$ cat src/rtl/fetch_unit_if.sv
// Fetch-unit bus bundle: instruction-memory request/response, decode handoff and redirect.
// fetchMisaligned exists only when FETCH_MISALIGN_TRAP_EN is defined.
interface fetch_unit_if;
  logic        imemReqValid;
  logic        imemReqReady;
  logic [31:0] imemAddr;
  logic        imemRespValid;
  logic [31:0] imemRespData;
  logic [31:0] instruction;
  logic        decodeEnable;
  logic [31:0] decodePc;
  logic        decodeReady;
  logic        redirectValid;
  logic [31:0] redirectTarget;
`ifdef FETCH_MISALIGN_TRAP_EN
  logic        fetchMisaligned;

  modport master (
    output imemReqValid, imemAddr, instruction, decodeEnable, decodePc, fetchMisaligned,
    input  imemReqReady, imemRespValid, imemRespData, decodeReady, redirectValid, redirectTarget
  );
  modport slave (
    input  imemReqValid, imemAddr, instruction, decodeEnable, decodePc, fetchMisaligned,
    output imemReqReady, imemRespValid, imemRespData, decodeReady, redirectValid, redirectTarget
  );
`else
  modport master (
    output imemReqValid, imemAddr, instruction, decodeEnable, decodePc,
    input  imemReqReady, imemRespValid, imemRespData, decodeReady, redirectValid, redirectTarget
  );
  modport slave (
    input  imemReqValid, imemAddr, instruction, decodeEnable, decodePc,
    output imemReqReady, imemRespValid, imemRespData, decodeReady, redirectValid, redirectTarget
  );
`endif
endinterface

$ cat src/rtl/fetch_unit.sv
// Instruction fetch stage: credit-limited in-order fetch into a small buffer, with redirect squash.
// Optional FETCH_MISALIGN_TRAP_EN: misaligned redirect targets halt fetch and raise fetchMisaligned.
module fetch_unit #(
  parameter logic [31:0] RESET_PC = 32'h0000_0000,
  parameter int unsigned DEPTH    = 2
) (
  input logic          clk,
  input logic          rstN,
  fetch_unit_if.master bus
);
  localparam int unsigned CW     = $clog2(DEPTH + 1);
  localparam int unsigned PW     = (DEPTH > 1) ? $clog2(DEPTH) : 1;
  localparam logic [CW:0] CREDIT = (CW + 1)'(DEPTH);

  logic [31:0]   fetch_pc, fetch_pc_nxt;
  logic [31:0]   resp_pc, resp_pc_nxt;
  logic [CW-1:0] count, count_nxt;
  logic [CW-1:0] outstanding, outstanding_nxt;
  logic [CW-1:0] drop_count, drop_count_nxt;
  logic [PW-1:0] rd_ptr, rd_ptr_nxt;
  logic [PW-1:0] wr_ptr, wr_ptr_nxt;
  logic [31:0]   buf_data [DEPTH];
  logic [31:0]   buf_pc   [DEPTH];
  logic          halted;
  logic          has_credit, req_fire, resp_fire, push, pop;

  function automatic logic [PW-1:0] ptr_inc(input logic [PW-1:0] p);
    return (p == PW'(DEPTH - 1)) ? '0 : p + PW'(1);
  endfunction

  // Buffer entries plus in-flight requests never exceed DEPTH, so every response has a slot.
  assign has_credit = ({1'b0, count} + {1'b0, outstanding}) < CREDIT;

  assign bus.imemReqValid = rstN && has_credit && !bus.redirectValid && !halted;
  assign bus.imemAddr     = fetch_pc;
  assign bus.decodeEnable = (count != '0);
  assign bus.instruction  = buf_data[rd_ptr];
  assign bus.decodePc     = buf_pc[rd_ptr];

  assign req_fire  = bus.imemReqValid && bus.imemReqReady;
  assign resp_fire = bus.imemRespValid;
  assign pop       = bus.decodeEnable && bus.decodeReady && !bus.redirectValid;
  assign push      = resp_fire && (drop_count == '0) && !bus.redirectValid && !halted;

`ifdef FETCH_MISALIGN_TRAP_EN
  logic halted_nxt;

  always_comb begin
    halted_nxt = halted;
    if (bus.redirectValid && (bus.redirectTarget[1:0] != 2'b00)) halted_nxt = 1'b1;
  end

  always_ff @(posedge clk or negedge rstN) begin
    if (!rstN) halted <= 1'b0;
    else       halted <= halted_nxt;
  end

  assign bus.fetchMisaligned = halted;
`else
  assign halted = 1'b0;
`endif

  always_comb begin
    // NOTE: every next-state signal gets its hold value first so no path leaves it unassigned (no latches).
    fetch_pc_nxt    = fetch_pc;
    resp_pc_nxt     = resp_pc;
    count_nxt       = count;
    outstanding_nxt = outstanding;
    drop_count_nxt  = drop_count;
    rd_ptr_nxt      = rd_ptr;
    wr_ptr_nxt      = wr_ptr;

    if (bus.redirectValid) begin
      // Everything still in flight after this edge belongs to the old path.
      fetch_pc_nxt    = bus.redirectTarget;
      resp_pc_nxt     = bus.redirectTarget;
      count_nxt       = '0;
      rd_ptr_nxt      = '0;
      wr_ptr_nxt      = '0;
      outstanding_nxt = outstanding - CW'(resp_fire);
      drop_count_nxt  = outstanding - CW'(resp_fire);
    end else begin
      if (req_fire) fetch_pc_nxt = fetch_pc + 32'd4;
      outstanding_nxt = outstanding + CW'(req_fire) - CW'(resp_fire);
      if (resp_fire && (drop_count != '0)) drop_count_nxt = drop_count - CW'(1);
      if (push) begin
        resp_pc_nxt = resp_pc + 32'd4;
        wr_ptr_nxt  = ptr_inc(wr_ptr);
      end
      if (pop) rd_ptr_nxt = ptr_inc(rd_ptr);
      count_nxt = count + CW'(push) - CW'(pop);
    end
  end

  always_ff @(posedge clk or negedge rstN) begin
    if (!rstN) begin
      fetch_pc    <= RESET_PC;
      resp_pc     <= RESET_PC;
      count       <= '0;
      outstanding <= '0;
      drop_count  <= '0;
      rd_ptr      <= '0;
      wr_ptr      <= '0;
      // NOTE: the buffer is tiny and its head drives instruction/decodePc, so it is reset like any flop.
      for (int i = 0; i < int'(DEPTH); i++) begin
        buf_data[i] <= '0;
        buf_pc[i]   <= RESET_PC;
      end
    end else begin
      // NOTE: non-blocking assignments so every register samples pre-edge values.
      fetch_pc    <= fetch_pc_nxt;
      resp_pc     <= resp_pc_nxt;
      count       <= count_nxt;
      outstanding <= outstanding_nxt;
      drop_count  <= drop_count_nxt;
      rd_ptr      <= rd_ptr_nxt;
      wr_ptr      <= wr_ptr_nxt;
      if (push) begin
        buf_data[wr_ptr] <= bus.imemRespData;
        buf_pc[wr_ptr]   <= resp_pc;
      end
    end
  end
endmodule

$ cat src/flat_wrapper.sv
// flat-port wrapper written by rule: the top's interface ports become plain ports
module fetch_unit_flat 
#(
  parameter logic [31:0] RESET_PC = 32'h0000_0000,
  parameter int unsigned DEPTH    = 2
)
  (clk, rstN, bus_imemReqValid, bus_imemAddr, bus_instruction, bus_decodeEnable, bus_decodePc, bus_imemReqReady, bus_imemRespValid, bus_imemRespData, bus_decodeReady, bus_redirectValid, bus_redirectTarget);
  fetch_unit_if bus_i ();
  input logic clk;
  input logic rstN;
  output wire logic [$bits(bus_i.imemReqValid)-1:0] bus_imemReqValid;
  output wire logic [$bits(bus_i.imemAddr)-1:0] bus_imemAddr;
  output wire logic [$bits(bus_i.instruction)-1:0] bus_instruction;
  output wire logic [$bits(bus_i.decodeEnable)-1:0] bus_decodeEnable;
  output wire logic [$bits(bus_i.decodePc)-1:0] bus_decodePc;
  input wire logic [$bits(bus_i.imemReqReady)-1:0] bus_imemReqReady;
  input wire logic [$bits(bus_i.imemRespValid)-1:0] bus_imemRespValid;
  input wire logic [$bits(bus_i.imemRespData)-1:0] bus_imemRespData;
  input wire logic [$bits(bus_i.decodeReady)-1:0] bus_decodeReady;
  input wire logic [$bits(bus_i.redirectValid)-1:0] bus_redirectValid;
  input wire logic [$bits(bus_i.redirectTarget)-1:0] bus_redirectTarget;
  assign bus_imemReqValid = bus_i.imemReqValid;
  assign bus_imemAddr = bus_i.imemAddr;
  assign bus_instruction = bus_i.instruction;
  assign bus_decodeEnable = bus_i.decodeEnable;
  assign bus_decodePc = bus_i.decodePc;
  assign bus_i.imemReqReady = bus_imemReqReady;
  assign bus_i.imemRespValid = bus_imemRespValid;
  assign bus_i.imemRespData = bus_imemRespData;
  assign bus_i.decodeReady = bus_decodeReady;
  assign bus_i.redirectValid = bus_redirectValid;
  assign bus_i.redirectTarget = bus_redirectTarget;
  fetch_unit #(.RESET_PC(RESET_PC), .DEPTH(DEPTH)) u_core (.clk(clk), .rstN(rstN), .bus(bus_i));
endmodule
$ cat config.mk
export PLATFORM = sky130hd
export DESIGN_NAME = fetch_unit_flat
export DESIGN_NICKNAME = d
export VERILOG_FILES = /design/src/rtl/fetch_unit_if.sv /design/src/rtl/fetch_unit.sv /design/src/flat_wrapper.sv
export SDC_FILE = /design/constraint.sdc
export NUM_CORES = 1
export LEC_CHECK = 0
export CORE_MARGIN = 5
export CORE_UTILIZATION = 53
export CTS_CLUSTER_SIZE = 30
export DETAILED_ROUTE_END_ITERATION = 8
export HOLD_SLACK_MARGIN = 0.12
export PLACE_DENSITY = 0.8
export SLEW_MARGIN = 20
export SYNTH_ARGS = -nofsm -noshare
export SYNTH_HDL_FRONTEND = slang
export SYNTH_SLANG_ARGS = --single-unit
$ cat constraint.sdc
create_clock -name clk -period 2.7 [get_ports clk]
set_clock_uncertainty 0.15 [all_clocks]
set_input_delay 0.81 -clock clk [delete_from_list [all_inputs] [get_ports clk]]
set_output_delay 0.81 -clock clk [all_outputs]
set_load 0.03 [all_outputs]
==> Yosys cells after proc, flatten, opt, wreduce, memory -nomap -nowiden <==
Index checks and enable logic that the tools add are counted.
W data, S select, Z words.
{ "classes": {"add_sub_neg": 11, "order_cmp": 4, "reduce_logical": 17, "bitwise": 2, "muxes": 24} }
{ "op_table": {"columns": ["cell", "count"], "rows": [
  ["$mux W32", 11],
  ["$bwmux W64", 2],
  ["$add A32 B3 Y32 const B", 2],
  ["$demux W32 S1", 1],
  ["$reduce_bool A2 Y1", 6],
  ["$logic_and A1 B1 Y1", 9],
  ["$mux W2", 4],
  ["$mux W1", 6],
  ["$sub A2 B1 Y2", 3],
  ["$add A2 B1 Y2", 2],
  ["$ge A2 B2 Y1 const B", 2],
  ["$not A1 Y2", 2],
  ["$add A2 B2 Y3", 1],
  ["$lt A3 B2 Y1 const B", 1],
  ["$add A1 B1 Y1 const B", 2],
  ["$logic_not A2 Y1", 1],
  ["$lt A2 B1 Y1 const B", 1],
  ["$sub A2 B1 Y2 const B", 1],
  ["$logic_not A1 Y1", 1]
]} }
{ "totals": {"ff_bits": 200, "word_cells": 69, "inputBits": 70} }

==> Depth between registers and ports, before layout <==
{ "depth": {"depth_word": 8, "depth_mapped": 10, "ltp_nobuf": 9} }

==> Least setup slack after synthesis <==
No wires, ideal clock.
{ "synth_timing": {"path_kind": "input to register", "from": "in bus_redirectValid", "to": "reg u_core.fetch_pc[12] (netlist: u_core.bus.imemAddr[12])", "stages": 6, "setup_ns": 0.153, "arrival_ns": 2.461, "path_slack_ns": -0.064, "path_cell_list": "buf_2 nor4b_4 nand2_1 or3_1 o211ai_1 o311ai_0"} }
{ "synth_via": {"elab_chain_cells": 4, "word_cells_on_any_way": 5, "classes_between": "mux: 1; reduce/logical: 4"} }
{ "synth_lines": {"columns": ["item", "line", "source"], "rows": [
  ["from (decl)", "flat_wrapper.sv:20", "input wire logic [$bits(bus_i.redirectValid)-1:0] bus_redirectValid;"],
  ["$logic_not A1 Y1", "fetch_unit.sv:34", "assign bus.imemReqValid = rstN && has_credit && !bus.redirectValid && !halted;"],
  ["$logic_and A1 B1 Y1", "fetch_unit.sv:34", null],
  ["via bus_imemReqValid", "flat_wrapper.sv:11", "output wire logic [$bits(bus_i.imemReqValid)-1:0] bus_imemReqValid;"],
  ["$logic_and A1 B1 Y1", "fetch_unit.sv:40", "assign req_fire = bus.imemReqValid && bus.imemReqReady;"],
  ["$reduce_bool A2 Y1 (no line)", null, null],
  ["to (signal assigned)", "fetch_unit.sv:111", "fetch_pc <= fetch_pc_nxt;"],
  ["to (decl)", "fetch_unit.sv:15", "logic [31:0] fetch_pc, fetch_pc_nxt;"]
]} }
The timed path passes the listed nets, and every way through them passes these cells.
A chain may end at the register's enable or synchronous reset.

==> Worst setup path after layout <==
{ "layout_timing": {"from": "reg u_core.outstanding[0]", "to": "out bus_imemReqValid"} }
{ "layout_via": {"elab_chain_cells": 4} }
{ "layout_lines": {"columns": ["item", "line", "source"], "rows": [
  ["from (decl)", "fetch_unit.sv:18", "logic [CW-1:0] outstanding, outstanding_nxt;"],
  ["from (signal assigned)", "fetch_unit.sv:114", "outstanding <= outstanding_nxt;"],
  ["$add A2 B2 Y3", "fetch_unit.sv:32", "assign has_credit = ({1'b0, count} + {1'b0, outstanding}) < CREDIT;"],
  ["$lt A3 B2 Y1", "fetch_unit.sv:32", null],
  ["$logic_and A1 B1 Y1 (2 in series)", "fetch_unit.sv:34", null],
  ["to (decl)", "flat_wrapper.sv:11", null]
]} }
Every way passes these cells.

==> impl_summary.log <==
[metrics] status: finished, violations left
[metrics] violations in the final reports: setup timing
[metrics] count of placed standard cells including taps: 1,179
[metrics] class of the most critical setup path: flop to output port
[metrics] power density over the cells: 976 mW/mm2
[metrics] WL final: 24,400 um
[metrics] EDFF count, synth: 0
[metrics] Synthesized Nets: 869
[metrics] TritonCTS sink count: 200
[metrics] Worst Hold Class: input port to async pin
[metrics] gr usage total: 23.9%
[metrics] sum of overflow across all layers after global routing: 0
[metrics] post-route antenna net violation count: 0
[metrics] biggest area contributors in the synthesized netlist: dfrtp_1 (53%), mux2_2 (22%), o21ai_0 (3.0%)
[metrics] type of element capturing the critical path: output port
[metrics] Yosys reg bits: 200
[metrics] number of maximum-capacitance violations: 0
[metrics] critical path arrival: 2070 ps
[metrics] overall die area: 0.0205 mm2
[metrics] iteration count of the initial detailed-routing pass: 5
[metrics] count of nets after finishing: 1,067
[metrics] CTS tree: built
[metrics] final setup violation count: 5
[metrics] Worst path slowest cell: fa_1
[metrics] crit path launch type: flop
[metrics] sequential-to-total area share from yosys stat: 53.2%
[metrics] final sum of negative setup slack: -377 ps
[metrics] initial DRC count: 452
[metrics] largest stage delay on the critical path: 490 ps
[metrics] die extent in y: 143 um
[metrics] worst reg2reg startpoint: u_core.outstanding[0]$_DFF_PN0_
[metrics] PnR worst setup slack: -333 ps
[metrics] dpl ws: -294 ps
[metrics] Yosys top cell by area: dfrtp_1
[metrics] number of cells on the critical path: 6
[metrics] number of global-route vias before repair: 7,508
[metrics] floorplan row count: 48
[metrics] number of warnings printed during yosys synthesis: 0
[metrics] Ports: 168
[metrics] fraction of synthesized cell area taken by the top area cell type: 53.2%
[metrics] via count: 7,126
[metrics] root buffer selected by CTS: clkbuf_16
[metrics] Register-to-Register Path Depth: 10
[metrics] effective utilization at floorplan: 54.2%
[metrics] Final min period: 3030 ps
[metrics] Placer Congestion: 0.853
[metrics] maximum number of pins on one net before global-route repair: 166
[metrics] number of buffers created by CTS: 17
[metrics] IO buf count: 167
[metrics] CP Max Fanout: 3
[metrics] Period Utilization, post-route: 112%
[metrics] initial antenna violation count: 0
[metrics] CTS clk-pin slew, worst paths: 70 ps
[metrics] floorplan die width: 143 um
[metrics] Filler Cell Count: 1,270
[metrics] Worst Path Required: 1740 ps
[metrics] Max transition margin: 37.9%
[metrics] global-route wire length before repair: 39,000 um
[metrics] antenna cell count: 0
[metrics] largest delay contributor family on the critical path: adder cells
[metrics] distinct cell type count after synthesis: 42
[metrics] share of final-layout standard cells stronger than drive strength 1: 36.5%
[metrics] Critical Path, Cell by Cell: inv_2, nor2_2, fa_1, nor4b_4, buf_4, buf_6
[metrics] unrepaired setup endpoints after global routing: yes
[metrics] Vias/cell: 5.81
[metrics] number of endpoints with negative hold slack in the final report: 0
[metrics] Bufs and invs on worst path: 3
[metrics] ys flop type: dfrtp_1
[metrics] post-route design area: 0.0124 mm2
[metrics] cell with the most instances after synthesis: dfrtp_1
[metrics] maximum clock frequency: 330 MHz
[metrics] Finished Core Util: 71.5%
[metrics] synthesized cell area: 0.00942 mm2
[metrics] top cells by count, synth: dfrtp_1 (200), mux2_2 (184), nand2_1 (69)
[metrics] hpwl dp: 15,900 um
[metrics] CTS H-Tree Depth: 4
[metrics] number of cells produced by synthesis: 791
[metrics] Core Region: 0.0174 mm2
[metrics] peak ir drop on the vdd network: 0.599 mV
[metrics] insertion delay of the later-clocked pin in the worst-skew pair: 430 ps
[metrics] Critical Path Source: u_core.outstanding[0]$_DFF_PN0_
[metrics] fraction of registers with async set or reset after synthesis: 100%
[metrics] Lkg Pwr: 5.53 nW
[metrics] DRC viols: 0
[metrics] final standard cell count with taps included and fillers excluded: 1,227
[metrics] area added between synthesis and finish: 31.7%
[metrics] clock buffer depth: 2
[metrics] measured slew at the worst slew-check pin: 931 ps
[metrics] # hold bufs at CTS: 0
[metrics] Post-Synthesis Mean Instance Area: 11.9 um2
[metrics] post-detailed-placement cell area: 0.0116 mm2
[metrics] Avg WL per Cell: 19.9 um
[metrics] pins over their slew limit: 0
## repair_timing
| item | CTS | global route |
|---|---|---|
| endpoints found under the setup margin | 59 | 84 |
| cloned | 2 | 2 |
| setup buffers | 7 | 5 |
| gates resized for setup | 177 | 117 |
| pin swaps | 3 | 7 |
## where the power goes
group	total (W)	leakage (nW)	switching, W	internal [W]
Combinational	0.00466	2.68	0.00252	0.00215
Clock	0.00294	0.339	0.00113	0.00180
Sequential	0.00450	2.51	0.000591	0.00391
## cell families after synthesis
family          synth area share [%]
simple gates                    10.9
fa+ha+maj                       1.14
buf+inv                         2.64
xor+xnor                        3.44
mux                             22.2
compound gates                  6.49
flops                           53.2
## flip-flops by register name, summed over array words and instances, names as in the netlist
signal and cells:
u_core.outstanding 2, u_core.buf_pc 64, u_core.wr_ptr 1, u_core.drop_count 2, u_core.buf_data 64, u_core.rd_ptr 1, u_core.bus.imemAddr 32, u_core.resp_pc 32
u_core.count 2
## final timing paths
check,slack (ps),to
worst min-delay path,300,u_core.buf_pc[41]$_DFFE_PN0P_
max in group asynchronous,830,u_core.bus.imemAddr[8]$_DFFE_PN0P_
worst max-delay path,-330,bus_imemReqValid
min in group clk,330,u_core.buf_pc[1]$_DFFE_PN0P_
worst max register to register,10,u_core.bus.imemAddr[12]$_DFFE_PN0P_
worst min register to register,330,u_core.buf_pc[1]$_DFFE_PN0P_
## worst register-to-register path, delay by kind of cell, from the launching register on
family          cells  cell delay (ps)
buf+inv             3              400
compound gates      2              280
simple gates        4              860
fa+ha+maj           1              490
flops               1              380
## metal layers
layer	wire length [um]	track usage (%)
met1	10600	32.9
met2	11700	38.4
met3	1740	5.56
met4	414	6.69
met5	0	0
## stage by stage
| stage | power (W) | hold slack, ps |
|---|---|---|
| after floorplan | 0.00751 | 294 |
| after global placement | 0.00931 | 307 |
| after detailed placement | 0.00945 | 316 |
| after CTS | 0.0123 | 309 |
| after global routing | 0.0127 | 332 |
| final | 0.0121 | 298 |
## cell type report
cell class	count	area, um2	share of cell area (%)
sequential	200	5010	40.4
multi-input combinational	529	4260	34.4
clock inverter	13	238	1.92
tap	225	282	2.27
timing repair buffer	220	2080	16.8
inverter	21	81.3	0.656
clock buffer	19	453	3.65
## cells in the final DEF (no fill, tap or decap), types with 5 or more instances in the layout
cell	n
dfrtp_1	199
mux2_2	184
clkdlybuf4s50_1	95
nand2_1	67
o21ai_0	56
buf_2	43
buf_4	43
nand3_1	32
xnor2_1	28
nor2_1	23
clkbuf_16	19
inv_1	18
nor3_1	18
buf_12	14
nand4_1	12
o211ai_1	11
xor2_1	9
and3_1	7
o311ai_1	7
ha_1	7
a31oi_1	6
a21oi_1	6
bufinv_16	6
clkbuf_2	6
and4_1	5
o311ai_0	5
Power figures use the tool's default switching activity.
